===== config.mk =====
export PLATFORM = sky130hd
export DESIGN_NAME = sar_ctrl_multi
export DESIGN_NICKNAME = d
export VERILOG_FILES = /design/src/rtl/sar_ctrl_multi.sv
export SDC_FILE = /design/constraint.sdc
export NUM_CORES = 1
export LEC_CHECK = 0
export CORE_ASPECT_RATIO = 0.9
export CORE_MARGIN = 3
export CORE_UTILIZATION = 49
export DETAILED_ROUTE_END_ITERATION = 10
export PLACE_DENSITY = 0.87
export SYNTH_ARGS = -nofsm -noshare
export SYNTH_HDL_FRONTEND = slang
export SYNTH_SLANG_ARGS = --single-unit
export TNS_END_PERCENT = 1

===== constraint.sdc =====
create_clock -name clk -period 2.39 [get_ports clk]
set_input_delay 0.239 -clock clk [delete_from_list [all_inputs] [get_ports clk]]
set_output_delay 0.239 -clock clk [all_outputs]
set_load 0.05 [all_outputs]

===== src/rtl/sar_ctrl_multi.sv =====
// Successive-approximation register controller with round-robin multi-channel scanning.
// Latency: result (data/data_ch/valid) SAMPLE_CYC + N*SETTLE_CYC cycles after the start edge.
// Backpressure: none; start is ignored while busy, en low aborts synchronously.
//
// Ports:
//   clk, rst          clock, asynchronous active-high reset
//   en, start, cont   block enable (low = abort/clear), conversion request, continuous mode
//   cmp               comparator decision (1 = keep the bit under trial)
//   sample, ch_sel    track switch and input mux select
//   dac_b, dac_bn     DAC switch word, true and complement
//   busy              high while sampling or converting
//   data, data_ch     last result and its channel, held until overwritten
//   valid             one-cycle strobe following each data update
module sar_ctrl_multi #(
    parameter int N          = 8,
    parameter int NCH        = 4,
    parameter int SAMPLE_CYC = 2,
    parameter int SETTLE_CYC = 1,
    localparam int CW        = (NCH > 1) ? $clog2(NCH) : 1
) (
    input  logic          clk,
    input  logic          rst,
    input  logic          en,
    input  logic          start,
    input  logic          cont,
    input  logic          cmp,
    output logic          sample,
    output logic [CW-1:0] ch_sel,
    output logic [N-1:0]  dac_b,
    output logic [N-1:0]  dac_bn,
    output logic          busy,
    output logic [N-1:0]  data,
    output logic [CW-1:0] data_ch,
    output logic          valid
);

    localparam int KW   = $clog2(N);
    localparam int CMAX = (SAMPLE_CYC > SETTLE_CYC) ? SAMPLE_CYC : SETTLE_CYC;
    localparam int CNTW = (CMAX > 1) ? $clog2(CMAX) : 1;

    localparam logic [CNTW-1:0] SAMP_LAST = CNTW'(SAMPLE_CYC - 1);
    localparam logic [CNTW-1:0] SETL_LAST = CNTW'(SETTLE_CYC - 1);
    localparam logic [KW-1:0]   K_MSB     = KW'(N - 1);
    localparam logic [CW-1:0]   CH_LAST   = CW'(NCH - 1);

    typedef enum logic [1:0] {IDLE, SAMPLE, CONV} state_t;

    state_t          state;
    state_t          state_nxt;
    logic [CNTW-1:0] cnt;        // shared: sample cycles in SAMPLE, settle cycles in CONV
    logic [KW-1:0]   k;          // bit currently under trial
    logic            samp_done;
    logic            decide;
    logic            last_bit;

    // Next-state and per-edge strobes. en low wins over everything else.
    always_comb begin
        state_nxt = state;
        samp_done = 1'b0;
        decide    = 1'b0;
        last_bit  = 1'b0;
        if (!en) begin
            state_nxt = IDLE;
        end else begin
            case (state)
                IDLE: begin
                    if (start) state_nxt = SAMPLE;
                end
                SAMPLE: begin
                    if (cnt == SAMP_LAST) begin
                        samp_done = 1'b1;
                        state_nxt = CONV;
                    end
                end
                CONV: begin
                    if (cnt == SETL_LAST) begin
                        decide = 1'b1;
                        if (k == '0) begin
                            last_bit  = 1'b1;
                            state_nxt = cont ? SAMPLE : IDLE;
                        end
                    end
                end
                default: state_nxt = IDLE;
            endcase
        end
    end

    always_ff @(posedge clk or posedge rst) begin
        if (rst) state <= IDLE;
        else     state <= state_nxt;
    end

    always_ff @(posedge clk or posedge rst) begin
        if (rst) begin
            cnt     <= '0;
            k       <= '0;
            dac_b   <= '0;
            ch_sel  <= '0;
            data    <= '0;
            data_ch <= '0;
            valid   <= 1'b0;
        end else begin
            valid <= 1'b0;
            if (!en) begin
                // Abort: result registers are deliberately left untouched.
                cnt    <= '0;
                dac_b  <= '0;
                ch_sel <= '0;
            end else begin
                // Counter restarts at every phase boundary and whenever idle.
                if (samp_done || decide || state == IDLE) cnt <= '0;
                else                                      cnt <= cnt + 1'b1;

                if (samp_done) begin
                    dac_b        <= '0;
                    dac_b[N-1]   <= 1'b1;
                    k            <= K_MSB;
                end

                if (decide) begin
                    if (last_bit) begin
                        // Bit 0 decision folds straight into the result word.
                        data    <= {dac_b[N-1:1], cmp};
                        data_ch <= ch_sel;
                        valid   <= 1'b1;
                        ch_sel  <= (ch_sel == CH_LAST) ? '0 : ch_sel + 1'b1;
                        dac_b   <= '0;
                    end else begin
                        dac_b[k]        <= cmp;
                        dac_b[k - 1'b1] <= 1'b1;
                        k               <= k - 1'b1;
                    end
                end
            end
        end
    end

    assign sample = (state == SAMPLE);
    assign busy   = (state != IDLE);
    assign dac_bn = ~dac_b;

endmodule

==> metrics.yaml <==
critical_path:
  arrival_ns: 1.97
  startpoint_type: "flop"
  r2r_slack_ns: 0.36
  criticalPathCategory: "reg -> out"
  reg2reg_depth: 7
  worst-path-max-fanout: 9
  crit_path_end_kind: "output pin"
  required_ns: 2.15
  r2r-start: "k[1]"
  rr_endpoint: "ch_sel[0]"
clocking:
  clkSinkCount: 27
  clk_latency_ns: 0.32
  numCtsBuffers: 3
  cts.clk_slew.worst_paths_ns: 0.14
  h-tree-depth: 1
  cts_resized: 0
  cts_buffer_depth: 2
  post_cts_buffers: 0
  cts_tree: "yes"
  clock-root-buffer: "clkbuf_4"
  holdBufCountCts: 0
floorplanning:
  start_util: 0.5378
  io_pins: 37
  die_x_um: 65.29
  core-area_um2: 2883
  fp.dieH_um: 59.36
  rows: 18
  die_area_um2: 3876
sta:
  worstMarginPinSlew_ns: 0.5027
  fmax_mhz: 452.9
  timing.final.ws_setup_ns: 0.1818
  fin_crit_ns: 2.208
  skew_ns: 0.003031
  max_slew_margin: 0.6638
  post-route-period-util: 0.9239
  totalNegativeSetupSlack_ns: 0
  setup_violations: 0
  rsz0062_at_grt: "false"
  slew_viol_final: 0
  hold_viol_final: 0
place:
  io_buffers: 36
  dpl.cell_count: 246
  dp_hpwl_mm: 2.822
  place_ws_ns: 0.4150
  routabilityCongestion: 0.9948
logic_synthesis:
  synthFlopType: "dfrtp_1"
  yosys-top-cells-count: "dfrtp_1 (27), o21ai_0 (24), nand2_1 (21), inv_1 (13)"
  synth-seq-cells: 27
  synth.top_cell.area_share: 0.4358
  yosysTopAreaCell: "dfrtp_1"
  synth_area_leaders: "dfrtp_1 (44%), o21ai_0 (7.7%), nand2_1 (5.1%), inv_1 (3.1%), ha_1 (2.4%)"
  ys_types: 43
  syn_area_um2: 1550
  synth-edff-count: 0
  yosysSeqAreaShare: 0.4358
  async_flop_share: 1.000
  avgSynthCellArea_um2: 8.758
  yosysMostFrequentCell: "dfrtp_1"
  syn_nets: 186
  postSynthCellCount: 177
  synth.yosys.warnings: 0
global_route:
  antenna_found_initial: 0
  overflow: 0
  grt_pass1_vias: 1272
  gr-usage-all-layers: 0.2077
  grt_max_degree: 28
  grt_pass1_wl_mm: 6.244
routing:
  drtIter0Drc: 85
  drt_wl_total_mm: 3.776
  detail-route-antenna-nets: 0
  drc: 0
  vias_per_cell: 5.816
  dr.pass1.iters: 4
  vias: 1454
  detail_route.wl_per_cell_um: 15.10
finish:
  multi_input_area_um2: 755.7
  fill_cells: 241
  seqCellArea_um2: 675.6
  area_delta_synth_final_pct: 26.55
  fin_cells: 250
  diodes: 0
  fin_util: 0.6806
  drive_gt1_frac: 0.08095
  layout.nets: 220
worst_hold_path:
  min_path_type: "in -> async"
power_and_ir_drop:
  cellLeakagePower_nw: 0.8225
  irDropWorstVdd_uv: 555.3
  powerDensity_nw_per_um2: 706.3
status:
  status: "finished, final reports clean"
run:
  maxCapViolations: 0
[sequential cells by signal (all words and copies together) (netlist names)]
| register | cells |
|---|---|
| cnt | 1 |
| k | 3 |
| valid | 1 |
| data | 8 |
| state | 2 |
| ch_sel | 2 |
| data_ch | 2 |
| dac_b | 8 |
[layout by cell type (no fill, tap or decap), types with 2 or more instances in the layout]
cell             count
a31oi_1              4
inv_1               13
nor2_1               8
nand2_1             21
dfrtp_1             27
nor3_1               4
o21a_1               2
clkdlybuf4s50_1     36
nand2b_1             2
nand3_1              4
buf_4                6
a21oi_1              7
ha_1                 3
clkbuf_4             3
mux2_2               3
a32oi_1              2
o21ai_1              3
o2111ai_1            2
nor2b_1              6
a21o_1               2
a21boi_0             2
o21ai_0             24
and3_1               4
nor3b_1              3
[worst max path at each step]
stage	end	startpoint	slack [ns]	cells after the start
4_1_cts	sample	state[0]	0.18	2
5_1_grt	sample	state[0]	0.13	2
2_1_floorplan	dac_b[7]	k[1]	0.54	8
6_report	sample	state[0]	0.18	2
3_5_place_dp	data_ch[1]	k[1]	0.41	5
3_3_place_gp	data[0]	k[1]	0.52	5
[through the flow]
step / power [W] / hold slack [ns] / area [um2]
after floorplan: 0.001022 / 0.2917 / 1550
after global placement: 0.001136 / 0.4614 / 1936
after detailed placement: 0.001169 / 0.4744 / 1936
after CTS: 0.001370 / 0.2727 / 1962
after global routing: 0.001468 / 0.2768 / 1962
final: 0.001386 / 0.2619 / 1962
[cells by family after synthesis]
| logic type | after synthesis | synth area share |
|---|---|---|
| buf+inv | 26 | 0.07668 |
| fa+ha+maj | 3 | 0.02422 |
| compound gates | 53 | 0.2050 |
| mux | 4 | 0.02825 |
| flops | 27 | 0.4358 |
| simple gates | 64 | 0.2300 |
[final cells by class]
cell class	count	share of cell area
sequential	27	0.3444
tap	40	0.02551
clock buffer	4	0.01339
inverter	13	0.02487
timing repair buffer	42	0.2066
multi-input combinational	124	0.3852
[power breakdown]
part           switching, W  internal [W]
combinational      0.000378      0.000240
clock              0.000131     0.0000654
sequential        0.0000793      0.000492
total              0.000588      0.000798
[layer usage]
layer,vias up,part of all wire,global-route usage
met5,-,0,0
met4,0,0.012,0.05325
met3,7,0.079,0.02467
met2,83,0.48,0.3449
met1,684,0.43,0.2911
li1,680,-,-
[worst max-delay path, stage by stage (launching register included)]
cell	delay [ns]
dfrtp_1	0.59
and2b_1	0.23
clkdlybuf4s50_1	0.82
No activity file was read; power rests on OpenSTA's default activity.
